`config.mk`:
```
export PLATFORM = sky130hd
export DESIGN_NAME = flash_sample_reader_flat
export DESIGN_NICKNAME = d
export VERILOG_FILES = /design/src/rtl/flash_sample_reader_if.sv /design/src/rtl/flash_sample_reader.sv /design/src/flat_wrapper.sv
export SDC_FILE = /design/constraint.sdc
export NUM_CORES = 1
export LEC_CHECK = 0
export ABC_AREA = 1
export CAP_MARGIN = 20
export CORE_ASPECT_RATIO = 0.8
export CORE_MARGIN = 2
export CORE_UTILIZATION = 53
export CTS_CLUSTER_DIAMETER = 30
export CTS_CLUSTER_SIZE = 25
export DETAILED_ROUTE_END_ITERATION = 16
export GPL_TIMING_DRIVEN = 0
export MAX_ROUTING_LAYER = met4
export PLACE_DENSITY = 0.85
export SYNTH_ARGS = -nofsm -noshare
export SYNTH_HDL_FRONTEND = slang
export SYNTH_SLANG_ARGS = --single-unit
```
`constraint.sdc`:
```
create_clock -name clk -period 5.6 [get_ports clk]
set_clock_uncertainty 0.15 [all_clocks]
set_input_delay 1.4 -clock clk [delete_from_list [all_inputs] [get_ports clk]]
set_output_delay 1.4 -clock clk [all_outputs]
set_load 0.01 [all_outputs]
```
`src/rtl/flash_sample_reader_if.sv`:
```
// ---------------------------------------------------------------------------
// flash_sample_reader_if
// Avalon-MM read-only bus between the sample reader (master) and the
// on-board flash controller (slave).
//
// Signals:
//   read           master -> slave  read request, held until accepted
//   address        master -> slave  word address
//   byteenable     master -> slave  byte lanes (always all four)
//   waitrequest    slave  -> master stall; request accepted when low
//   readdata       slave  -> master read data word
//   readdatavalid  slave  -> master one-cycle strobe qualifying readdata
// ---------------------------------------------------------------------------
interface flash_sample_reader_if #(
    parameter int ADDR_W = 23,
    parameter int DATA_W = 32
);
    logic              read;
    logic [ADDR_W-1:0] address;
    logic [3:0]        byteenable;
    logic              waitrequest;
    logic [DATA_W-1:0] readdata;
    logic              readdatavalid;

    modport master (
        output read,
        output address,
        output byteenable,
        input  waitrequest,
        input  readdata,
        input  readdatavalid
    );

    modport slave (
        input  read,
        input  address,
        input  byteenable,
        output waitrequest,
        output readdata,
        output readdatavalid
    );
endinterface

```
`src/rtl/flash_sample_reader.sv`:
```
// ---------------------------------------------------------------------------
// flash_sample_reader
// Fetches one 32-bit word from flash per request from the playback address
// FSM and plays it out as two signed 16-bit samples on successive sample
// ticks. Forward playback emits the low half first, backward the high half.
//
// Ports:
//   clk, reset    system clock, synchronous active-high reset
//   set_clk       asynchronous sample-rate clock; each rising edge is a tick
//   read          single-cycle fetch request
//   addr          word address qualified by read
//   backward      playback direction qualified by read
//   vol_shift     (FLASH_SAMPLE_VOLUME_EN only) arithmetic right shift
//                 applied to each sample as it is emitted
//   flash_mem     Avalon-MM read master port
//   audio_sample  current sample, held between updates
//   sample_valid  one-cycle pulse when audio_sample updates
//   busy          high whenever a fetch/playout is in progress
//
// Build option: define FLASH_SAMPLE_VOLUME_EN to add the vol_shift input.
// DATA_W must equal 2*SAMPLE_W.
// ---------------------------------------------------------------------------
module flash_sample_reader #(
    parameter int ADDR_W      = 23,
    parameter int DATA_W      = 32,
    parameter int SAMPLE_W    = 16,
    parameter int SYNC_STAGES = 2
) (
    input  logic                       clk,
    input  logic                       reset,
    input  logic                       set_clk,
    input  logic                       read,
    input  logic [ADDR_W-1:0]          addr,
    input  logic                       backward,
`ifdef FLASH_SAMPLE_VOLUME_EN
    input  logic [2:0]                 vol_shift,
`endif
    flash_sample_reader_if.master      flash_mem,
    output logic signed [SAMPLE_W-1:0] audio_sample,
    output logic                       sample_valid,
    output logic                       busy
);

    typedef enum logic [2:0] {
        IDLE,
        REQ,
        WAIT_DATA,
        FIRST,
        SECOND
    } state_t;

    function automatic logic signed [SAMPLE_W-1:0] scale_sample(
        input logic signed [SAMPLE_W-1:0] s,
        input logic [2:0]                 sh
    );
        return s >>> sh;
    endfunction

    logic [2:0] shift_amt;
`ifdef FLASH_SAMPLE_VOLUME_EN
    assign shift_amt = vol_shift;
`else
    assign shift_amt = 3'd0;
`endif

    // ---- stage p0/p1: set_clk synchronizer and edge register ----
    logic [SYNC_STAGES-1:0] set_clk_p0;
    logic                   set_clk_p1;
    logic                   tick_p2;

    always_ff @(posedge clk) begin
        if (reset) begin
            set_clk_p0 <= '0;
            set_clk_p1 <= 1'b0;
            tick_p2    <= 1'b0;
        end else begin
            set_clk_p0[0] <= set_clk;
            for (int i = 1; i < SYNC_STAGES; i++) begin
                set_clk_p0[i] <= set_clk_p0[i-1];
            end
            set_clk_p1 <= set_clk_p0[SYNC_STAGES-1];
            // ---- stage p2: registered rising-edge tick ----
            tick_p2    <= set_clk_p0[SYNC_STAGES-1] & ~set_clk_p1;
        end
    end

    // ---- control state ----
    state_t                      state, state_n;
    logic                        pending, pending_n;
    logic                        mem_read, mem_read_n;
    logic [ADDR_W-1:0]           mem_addr, mem_addr_n;
    logic signed [SAMPLE_W-1:0]  sample_n;
    logic                        valid_n;

    // ---- data registers (no reset: always written before being used) ----
    logic [DATA_W-1:0]           word;
    logic                        cur_bwd;
    logic [ADDR_W-1:0]           pend_addr;
    logic                        pend_bwd;

    logic                        take_req;
    logic                        pend_load;
    logic                        capture;

    logic signed [SAMPLE_W-1:0]  lo_half;
    logic signed [SAMPLE_W-1:0]  hi_half;

    assign lo_half = $signed(word[SAMPLE_W-1:0]);
    assign hi_half = $signed(word[DATA_W-1:SAMPLE_W]);

    always_comb begin
        state_n    = state;
        pending_n  = pending;
        mem_read_n = mem_read;
        mem_addr_n = mem_addr;
        sample_n   = audio_sample;
        valid_n    = 1'b0;
        take_req   = 1'b0;
        pend_load  = 1'b0;
        capture    = 1'b0;

        case (state)
            IDLE: begin
                // A fresh read is newer than anything pending, so it wins.
                if (read || pending) begin
                    take_req   = 1'b1;
                    pending_n  = 1'b0;
                    mem_read_n = 1'b1;
                    mem_addr_n = read ? addr : pend_addr;
                    state_n    = REQ;
                end
            end
            REQ: begin
                if (!flash_mem.waitrequest) begin
                    mem_read_n = 1'b0;
                    state_n    = WAIT_DATA;
                end
            end
            WAIT_DATA: begin
                if (flash_mem.readdatavalid) begin
                    capture = 1'b1;
                    state_n = FIRST;
                end
            end
            FIRST: begin
                if (tick_p2) begin
                    sample_n = scale_sample(cur_bwd ? hi_half : lo_half, shift_amt);
                    valid_n  = 1'b1;
                    state_n  = SECOND;
                end
            end
            SECOND: begin
                if (tick_p2) begin
                    sample_n = scale_sample(cur_bwd ? lo_half : hi_half, shift_amt);
                    valid_n  = 1'b1;
                    state_n  = IDLE;
                end
            end
            default: begin
                state_n = IDLE;
            end
        endcase

        // A request arriving mid-transaction is remembered one deep, last wins.
        if (state != IDLE && read) begin
            pending_n = 1'b1;
            pend_load = 1'b1;
        end
    end

    always_ff @(posedge clk) begin
        if (reset) begin
            state        <= IDLE;
            pending      <= 1'b0;
            mem_read     <= 1'b0;
            mem_addr     <= '0;
            audio_sample <= '0;
            sample_valid <= 1'b0;
        end else begin
            state        <= state_n;
            pending      <= pending_n;
            mem_read     <= mem_read_n;
            mem_addr     <= mem_addr_n;
            audio_sample <= sample_n;
            sample_valid <= valid_n;
        end
    end

    always_ff @(posedge clk) begin
        if (take_req) begin
            cur_bwd <= read ? backward : pend_bwd;
        end
        if (pend_load) begin
            pend_addr <= addr;
            pend_bwd  <= backward;
        end
        if (capture) begin
            word <= flash_mem.readdata;
        end
    end

    assign flash_mem.read       = mem_read;
    assign flash_mem.address    = mem_addr;
    assign flash_mem.byteenable = 4'b1111;
    assign busy                 = (state != IDLE);

endmodule

```
`src/flat_wrapper.sv`:
```
// flat-port wrapper written by rule: the top's interface ports become plain ports
module flash_sample_reader_flat 
#(
    parameter int ADDR_W      = 23,
    parameter int DATA_W      = 32,
    parameter int SAMPLE_W    = 16,
    parameter int SYNC_STAGES = 2
)
  (clk, reset, set_clk, read, addr, backward, audio_sample, sample_valid, busy, flash_mem_read, flash_mem_address, flash_mem_byteenable, flash_mem_waitrequest, flash_mem_readdata, flash_mem_readdatavalid);
  flash_sample_reader_if #(.ADDR_W(ADDR_W), .DATA_W(DATA_W)) flash_mem_i ();
  input  logic clk;
  input  logic reset;
  input  logic set_clk;
  input  logic read;
  input  logic [ADDR_W-1:0] addr;
  input  logic backward;
  output logic signed [SAMPLE_W-1:0] audio_sample;
  output logic sample_valid;
  output logic busy;
  output wire logic [$bits(flash_mem_i.read)-1:0] flash_mem_read;
  output wire logic [$bits(flash_mem_i.address)-1:0] flash_mem_address;
  output wire logic [$bits(flash_mem_i.byteenable)-1:0] flash_mem_byteenable;
  input wire logic [$bits(flash_mem_i.waitrequest)-1:0] flash_mem_waitrequest;
  input wire logic [$bits(flash_mem_i.readdata)-1:0] flash_mem_readdata;
  input wire logic [$bits(flash_mem_i.readdatavalid)-1:0] flash_mem_readdatavalid;
  assign flash_mem_read = flash_mem_i.read;
  assign flash_mem_address = flash_mem_i.address;
  assign flash_mem_byteenable = flash_mem_i.byteenable;
  assign flash_mem_i.waitrequest = flash_mem_waitrequest;
  assign flash_mem_i.readdata = flash_mem_readdata;
  assign flash_mem_i.readdatavalid = flash_mem_readdatavalid;
  flash_sample_reader #(.ADDR_W(ADDR_W), .DATA_W(DATA_W), .SAMPLE_W(SAMPLE_W), .SYNC_STAGES(SYNC_STAGES)) u_core (.clk(clk), .reset(reset), .set_clk(set_clk), .read(read), .addr(addr), .backward(backward), .flash_mem(flash_mem_i), .audio_sample(audio_sample), .sample_valid(sample_valid), .busy(busy));
endmodule
```
After elaboration in Yosys (flattened, before gate mapping) --
Index checks and enable logic that the tools add are counted.
Word-level totals: register bits after elaboration 106, bits in read-only memories 0, bits of input ports 62, memory bits (writable) 0, word-level logic and storage cells 65, output and inout port bits 46, memories 0, latch bits 0
Cells by class: reduce and logical (&&, ||, !) cells 15, $add $sub $neg 0, div/mod/pow operators 0, muxes and demuxes 25, shifts and indexed selects 0, eq/ne operators 9, magnitude comparators 0, bitwise operators 3, multiply operators 0
Operators with widths (number):
- $mux 16 | 4
- $pmux 16 s2 | 1
- $mux 23 | 1
- $mux 3 | 5
- $pmux 3 s5 | 1
- $mux 1 | 12
- $reduce_bool 2->1 | 4
- $eq 3x2->1 const B | 2
- $ne 2x1->1 const B | 3
- $reduce_and 3->1 | 2
- $reduce_and 5->1 | 1
- $ne 2x2->1 const B | 2
- $reduce_and 2->1 | 2
- $reduce_or 2->1 | 2
- $eq 3x1->1 const B | 1
- $eq 3x3->1 const B | 1
- $logic_not 3->1 | 1
- $reduce_bool 3->1 | 1
- $not 1->1 | 2
- $pmux 1 s2 | 1
- $and 1x1->1 | 1
- $logic_and 1x1->1 | 1
- $logic_or 1x1->1 | 1

Logic depth before layout (Yosys ltp) --
Gate-level depths: netlist of run 1.
depth after elaboration 4, mapped depth 9, gate-level depth less buffers 8

Worst setup path after synthesis of run 1 --
No wires, ideal clock.
path type input-to-reg, start in read, end reg u_core.pend_addr[0], enable pin, library setup time 405 ps, buffers on the path 2, stages on the path 4, slack 2190 ps, arrival time 2855 ps, path through buf_2 > inv_2 > buf_2 > nor2_1
Between the ends: word-level cells in the longest chain between the ends 2
Ends and longest elaborated chain:
- from (decl) | RTL line flat_wrapper.sv:14 | input logic read;
- $logic_and 1x1->1 | RTL line flash_sample_reader.sv:165 | if (state != IDLE && read) begin
- $mux 1 | RTL line flash_sample_reader.sv:165
- net u_core.pend_load | RTL line flash_sample_reader.sv:102 | logic pend_load;
- to (signal assigned) | RTL line flash_sample_reader.sv:194 | pend_addr <= addr;
- to (decl) | RTL line flash_sample_reader.sv:98 | logic [ADDR_W-1:0] pend_addr;
The timed path passes the listed nets, and every way through them passes these cells. A chain may end at the register's enable or synchronous reset.

Worst setup path in the final report of run 1 --
start reg u_core.state[0], end out busy
Between the ends: word-level cells in the longest chain between the ends 1
Ends and longest elaborated chain:
- from (decl) | RTL line flash_sample_reader.sv:88 | state_t state, state_n;
- from (signal assigned) | RTL line flash_sample_reader.sv:180 | state <= state_n;
- $reduce_bool 3->1 | RTL line flash_sample_reader.sv:205 | assign busy = (state != IDLE);
- to (decl) | RTL line flat_wrapper.sv:19 | output logic busy;
No other way between the ends.

==> impl_metrics.env, run 1 <==
export IMPL_min_delay_path_class="reg -> reg"
export IMPL_diodes=0
export IMPL_cap_violations=0
export IMPL_cts_tree="done"
export IMPL_die_h_um=86.5
export IMPL_synthFlopType="edfxtp_1"
export IMPL_rows=30
export IMPL_synth_cells=523
export IMPL_final_layout_size_suffix_gt1_frac=0.0853
export IMPL_dpl_hpwl_mm=7.57
export IMPL_grt_pass1_wl_mm=16.5
export IMPL_clock_sinks=106
export IMPL_pin_count=108
export IMPL_r2r_cells=4
export IMPL_yosysMostFrequentCell="nand2_1"
export IMPL_yosys_register_bits=106
export IMPL_start_util=0.539
export IMPL_place_area_mm2=0.00572
export IMPL_async_flop_share=0
export IMPL_yosysSeqAreaShare=0.597
export IMPL_clock_latency_ns=0.35
export IMPL_ant_nets=0
export IMPL_route_detailed_wl_per_inst_um=13.4
export IMPL_grt_pass1_vias=3525
export IMPL_drt_total_wl_mm=10.1
export IMPL_critPathLaunchType="flop"
export IMPL_antenna_found_initial=0
export IMPL_cts_hold_buf=0
export IMPL_cp_max_fo=7
export IMPL_fin_cells=757
export IMPL_crit_path_end_kind="output port"
export IMPL_status="finished clean"
export IMPL_core_area_mm2=0.00837
export IMPL_path_clk_slew_ns=0.10
export IMPL_drcViolationCount=0
export IMPL_grt_total_usage=0.235
export IMPL_fillers=647
export IMPL_placed_cells=741
export IMPL_power_density_mw_per_mm2=357
export IMPL_fmaxAchievable_mhz=318
export IMPL_grt_setup_unrepaired="no"
export IMPL_htreeDepth=3
export IMPL_vdd_drop_max_uv=192
export IMPL_dr_pass1_iters=4
export IMPL_synth_top_area_share=0.380
export IMPL_startpoint="u_core.state[0]"
export IMPL_viasPerCell=4.94
export IMPL_ff2ff_setup_slack_ns=3.41
export IMPL_rr_endpoint="u_core.word[23]"
export IMPL_cp_data_required_time_ns=4.05
export IMPL_cts_root_buf="clkbuf_8"
export IMPL_gp_congestion=0.803
export IMPL_hold_ws_ns=0.244
export IMPL_leakage_nw=2.43
export IMPL_area_growth_pct=31.5
export IMPL_power_total_mw=2.11
export IMPL_setup_violations=0
export IMPL_synth_commonest_cells="239 x nand2_1, 57 x edfxtp_1, 49 x dfxtp_1"
export IMPL_final_nets=702
export IMPL_fin_crit_ns=3.14
export IMPL_die_x_um=107
export IMPL_fin_crit_sh=0.561
export IMPL_drv_slew=0
export IMPL_cts_resized_gates=0
export IMPL_grt_max_degree=19
export IMPL_placement_io_buffers=101
export IMPL_setup_tns_final_ns=0
export IMPL_crit_type="reg -> out"
export IMPL_worst_pin_slew_ns=0.903
export IMPL_final_cell_area_mm2=0.00593
export IMPL_ys_types=26
export IMPL_die_area_mm2=0.00927
export IMPL_dr_first_iter_drc_count=194
export IMPL_r2r_start="u_core.state[0]"
export IMPL_slew_headroom=0.397
export IMPL_overflow=0
export IMPL_synth_edf_count=57
export IMPL_synth_top_area_cell="edfxtp_1"
export IMPL_syn_area_mm2=0.00451
export IMPL_postCtsSetupRepairBufs=0
export IMPL_syn_avg_cell_area_um2=8.62
export IMPL_hold_violations=0
export IMPL_cp_arrival_ns=1.59
export IMPL_clockBufferDepth=2
export IMPL_yosys_warnings=0
export IMPL_synthTopCellsByArea="edfxtp_1 38%, dfxtp_1 22%, nand2_1 20%, o21ai_0 3.7%, inv_1 3.6%"
export IMPL_dr_total_vias=3741
export IMPL_crit_path_end="busy"
export IMPL_cts_made_buffers=9
-- cells by family after synthesis --
family / Yosys count / share of synthesized area
buffers and inverters: 76 / 0.0785
AOI/OAI and AO/OA: 75 / 0.0924
DFF: 106 / 0.597
and+or+nand+nor: 265 / 0.231
other: 1 / 0.000832
-- per-layer routing --
metal | share of wire | up-vias | global-route usage
li1 | - | 1881 | -
met1 | 0.44 | 1746 | 0.292
met2 | 0.50 | 97 | 0.389
met3 | 0.044 | 17 | 0.0436
met4 | 0.018 | 0 | 0.0826
met5 | 0 | - | -
-- registers in the layout, summed over array words and instances (netlist names) --
name	cells
u_core.word	32
u_core.flash_mem.address	23
u_core.pend_addr	23
u_core.audio_sample	16
u_core.state	3
u_core.set_clk_p0	2
u_core.cur_bwd	1
u_core.flash_mem.read	1
u_core.pend_bwd	1
u_core.pending	1
u_core.sample_valid	1
u_core.set_clk_p1	1
u_core.tick_p2	1
-- critical path, stage by stage (launching register included) --
cell	delay (ns)
dfxtp_1	0.40
nor3_4	0.27
inv_1	0.09
clkdlybuf4s50_1	0.48
-- final cells by class --
class                   count  area, um^2  area share
repair buffers            103        1050       0.178
clock buffers              12         135      0.0228
clock inverters             4        76.3      0.0129
inverters                  47         181      0.0306
multi-input cells         344        1480       0.249
well taps                 112         140      0.0236
flip-flops and latches    106        2690       0.454
plain buffers              29         173      0.0291
-- through the flow --
stage	setup WS [ns]	util
after floorplan	2.19	-
after detailed placement	2.25	0.683
after global routing	2.35	0.709
after CTS	2.43	0.709
final	2.46	0.709
after global placement	1.29	0.678
-- placed cells by master, fill, tap and decap left out, types with 9 or more instances in the layout --
cell	Yosys	final
a21oi_1	31	31
a21oi_2	10	10
buf_2	9	9
clkbuf_1	9	12
clkbuf_8	0	9
clkdlybuf4s50_1	0	101
dfxtp_1	49	49
edfxtp_1	57	57
inv_1	43	43
nand2_1	239	239
nor2_1	12	10
o21ai_0	33	33
-- report_power, final --
part / internal, mW / leakage (nW) / switching, mW
clock network: 0.254 / 0.101 / 0.245
registers: 0.949 / 0.924 / 0.0583
logic: 0.259 / 1.40 / 0.349
-- worst min path at each step --
stage	startpoint	to	slack [ns]	cells past startpoint
global placement	u_core.set_clk_p1	u_core.tick_p2	0.23	1
global route	u_core.set_clk_p1	u_core.tick_p2	0.26	1
finish	u_core.set_clk_p1	u_core.tick_p2	0.24	1
floorplan	u_core.set_clk_p1	u_core.tick_p2	0.22	1
detailed placement	u_core.set_clk_p1	u_core.tick_p2	0.23	1
CTS	u_core.set_clk_p1	u_core.tick_p2	0.24	1
Power figures use the tool's default switching activity.
==> run 2, diff against run 1 <==
--- a/config.mk
+++ b/config.mk
@@ -9,13 +9,13 @@
 export CAP_MARGIN = 20
 export CORE_ASPECT_RATIO = 0.8
 export CORE_MARGIN = 2
-export CORE_UTILIZATION = 53
+export CORE_UTILIZATION = 50
 export CTS_CLUSTER_DIAMETER = 30
 export CTS_CLUSTER_SIZE = 25
 export DETAILED_ROUTE_END_ITERATION = 16
 export GPL_TIMING_DRIVEN = 0
 export MAX_ROUTING_LAYER = met4
-export PLACE_DENSITY = 0.85
+export PLACE_DENSITY = 0.8
 export SYNTH_ARGS = -nofsm -noshare
 export SYNTH_HDL_FRONTEND = slang
 export SYNTH_SLANG_ARGS = --single-unit
==> constraint.sdc (replaced) <==
create_clock -name clk -period 2.9 [get_ports clk]
set_clock_uncertainty 0.15 [all_clocks]
set_input_delay 0.725 -clock clk [delete_from_list [all_inputs] [get_ports clk]]
set_output_delay 0.725 -clock clk [all_outputs]
set_load 0.01 [all_outputs]
==> impl_metrics.env, run 2 (same netlist as run 1, synthesis figures left out) <==
export IMPL_crit_path_end_kind="output port"
export IMPL_power_total_mw=4.28
export IMPL_slew_headroom=0.565
export IMPL_placed_cells=741
export IMPL_core_area_mm2=0.00863
export IMPL_die_x_um=110
export IMPL_cp_arrival_ns=1.60
export IMPL_dr_first_iter_drc_count=240
export IMPL_status="finished clean"
export IMPL_die_area_mm2=0.00980
export IMPL_hold_ws_ns=0.232
export IMPL_cts_hold_buf=0
export IMPL_hold_violations=0
export IMPL_dp_slack_ns=0.386
export IMPL_grt_pass1_wl_mm=17.0
export IMPL_setup_tns_final_ns=0
export IMPL_dpl_hpwl_mm=7.75
export IMPL_drcViolationCount=0
export IMPL_route_detailed_wl_per_inst_um=13.8
export IMPL_final_cell_area_mm2=0.00599
export IMPL_viasPerCell=4.98
export IMPL_largest_reg_flops=32
export IMPL_htreeDepth=3
export IMPL_grt_max_degree=22
export IMPL_grt_total_usage=0.236
export IMPL_final_nets=702
export IMPL_start_util=0.522
export IMPL_cts_resized_gates=0
export IMPL_dr_pass1_iters=4
export IMPL_ant_nets=0
export IMPL_diodes=0
export IMPL_antenna_found_initial=0
export IMPL_rows=30
export IMPL_overflow=0
export IMPL_crit_type="reg -> out"
export IMPL_drv_slew=0
export IMPL_pin_count=108
export IMPL_mostFrequentLayoutCells="239 x nand2_1, 101 x clkdlybuf4s50_1, 57 x edfxtp_1"
export IMPL_cap_violations=0
export IMPL_clockBufferDepth=2
export IMPL_postLayoutCoreUtil=0.693
export IMPL_grt_pass1_vias=3619
export IMPL_fin_crit_ns=2.48
export IMPL_drt_total_wl_mm=10.5
export IMPL_path_clk_slew_ns=0.06
export IMPL_critPathLaunchType="flop"
export IMPL_dr_total_vias=3767
export IMPL_worst_pin_slew_ns=0.652
export IMPL_fin_ws_ns=0.421
export IMPL_fillers=688
export IMPL_clock_sinks=106
export IMPL_placement_io_buffers=101
export IMPL_cts_root_buf="clkbuf_16"
export IMPL_cp_max_fo=7
export IMPL_cts_tree="done"
export IMPL_min_delay_path_class="reg -> reg"
export IMPL_clock_latency_ns=0.34
export IMPL_cts_made_buffers=9
export IMPL_area_growth_pct=32.7
export IMPL_fin_crit_sh=0.855
export IMPL_layout_commonest_cell="nand2_1"
export IMPL_vdd_drop_max_uv=412
export IMPL_leakage_nw=2.45
export IMPL_grt_setup_unrepaired="no"
export IMPL_power_density_mw_per_mm2=715
export IMPL_cp_data_required_time_ns=2.03
export IMPL_final_layout_size_suffix_gt1_frac=0.0839
export IMPL_fmaxAchievable_mhz=403
export IMPL_gp_congestion=0.872
export IMPL_largest_register="u_core.word"
export IMPL_place_area_mm2=0.00571
export IMPL_setup_violations=0
export IMPL_die_h_um=88.9
export IMPL_fin_cells=756
export IMPL_postCtsSetupRepairBufs=0
==> run 2: worst paths after layout <==
kind / endpoint / slack [ns] / start / depth (start not counted)
worst min register to register: u_core.tick_p2 / 0.23 / u_core.set_clk_p1 / 1
worst min-delay path: u_core.tick_p2 / 0.23 / u_core.set_clk_p1 / 1
worst max register to register: u_core.word[22] / 0.90 / u_core.state[0] / 4
worst max-delay path: busy / 0.42 / u_core.state[0] / 3
==> run 2: routing by layer <==
metal	global-route usage	up-vias	routed length (um)
li1	-	1886	-
met1	0.299	1739	4690
met2	0.378	119	4930
met3	0.0503	23	654
met4	0.0830	0	183
met5	-	-	0
==> run 2: final cells by class <==
class / count / area [um^2] / area share
tap: 112 / 140 / 0.0234
inverter: 47 / 181 / 0.0303
multi-input combinational: 344 / 1480 / 0.247
sequential: 106 / 2690 / 0.450
timing repair buffer: 103 / 1040 / 0.174
clock buffer: 12 / 236 / 0.0395
clock inverter: 3 / 42.5 / 0.00711
buffer: 29 / 173 / 0.0288
==> run 2: worst max-delay path, cell delays in order (launching register included) <==
cell and delay, ns:
dfxtp_1 0.39, nor3_4 0.29, inv_1 0.07, clkdlybuf4s50_1 0.52
==> run 2: power breakdown <==
part | switching, mW | internal [mW] | total (mW)
Combinational | 0.679 | 0.487 | 1.17
Clock | 0.500 | 0.664 | 1.16
Sequential | 0.113 | 1.84 | 1.95
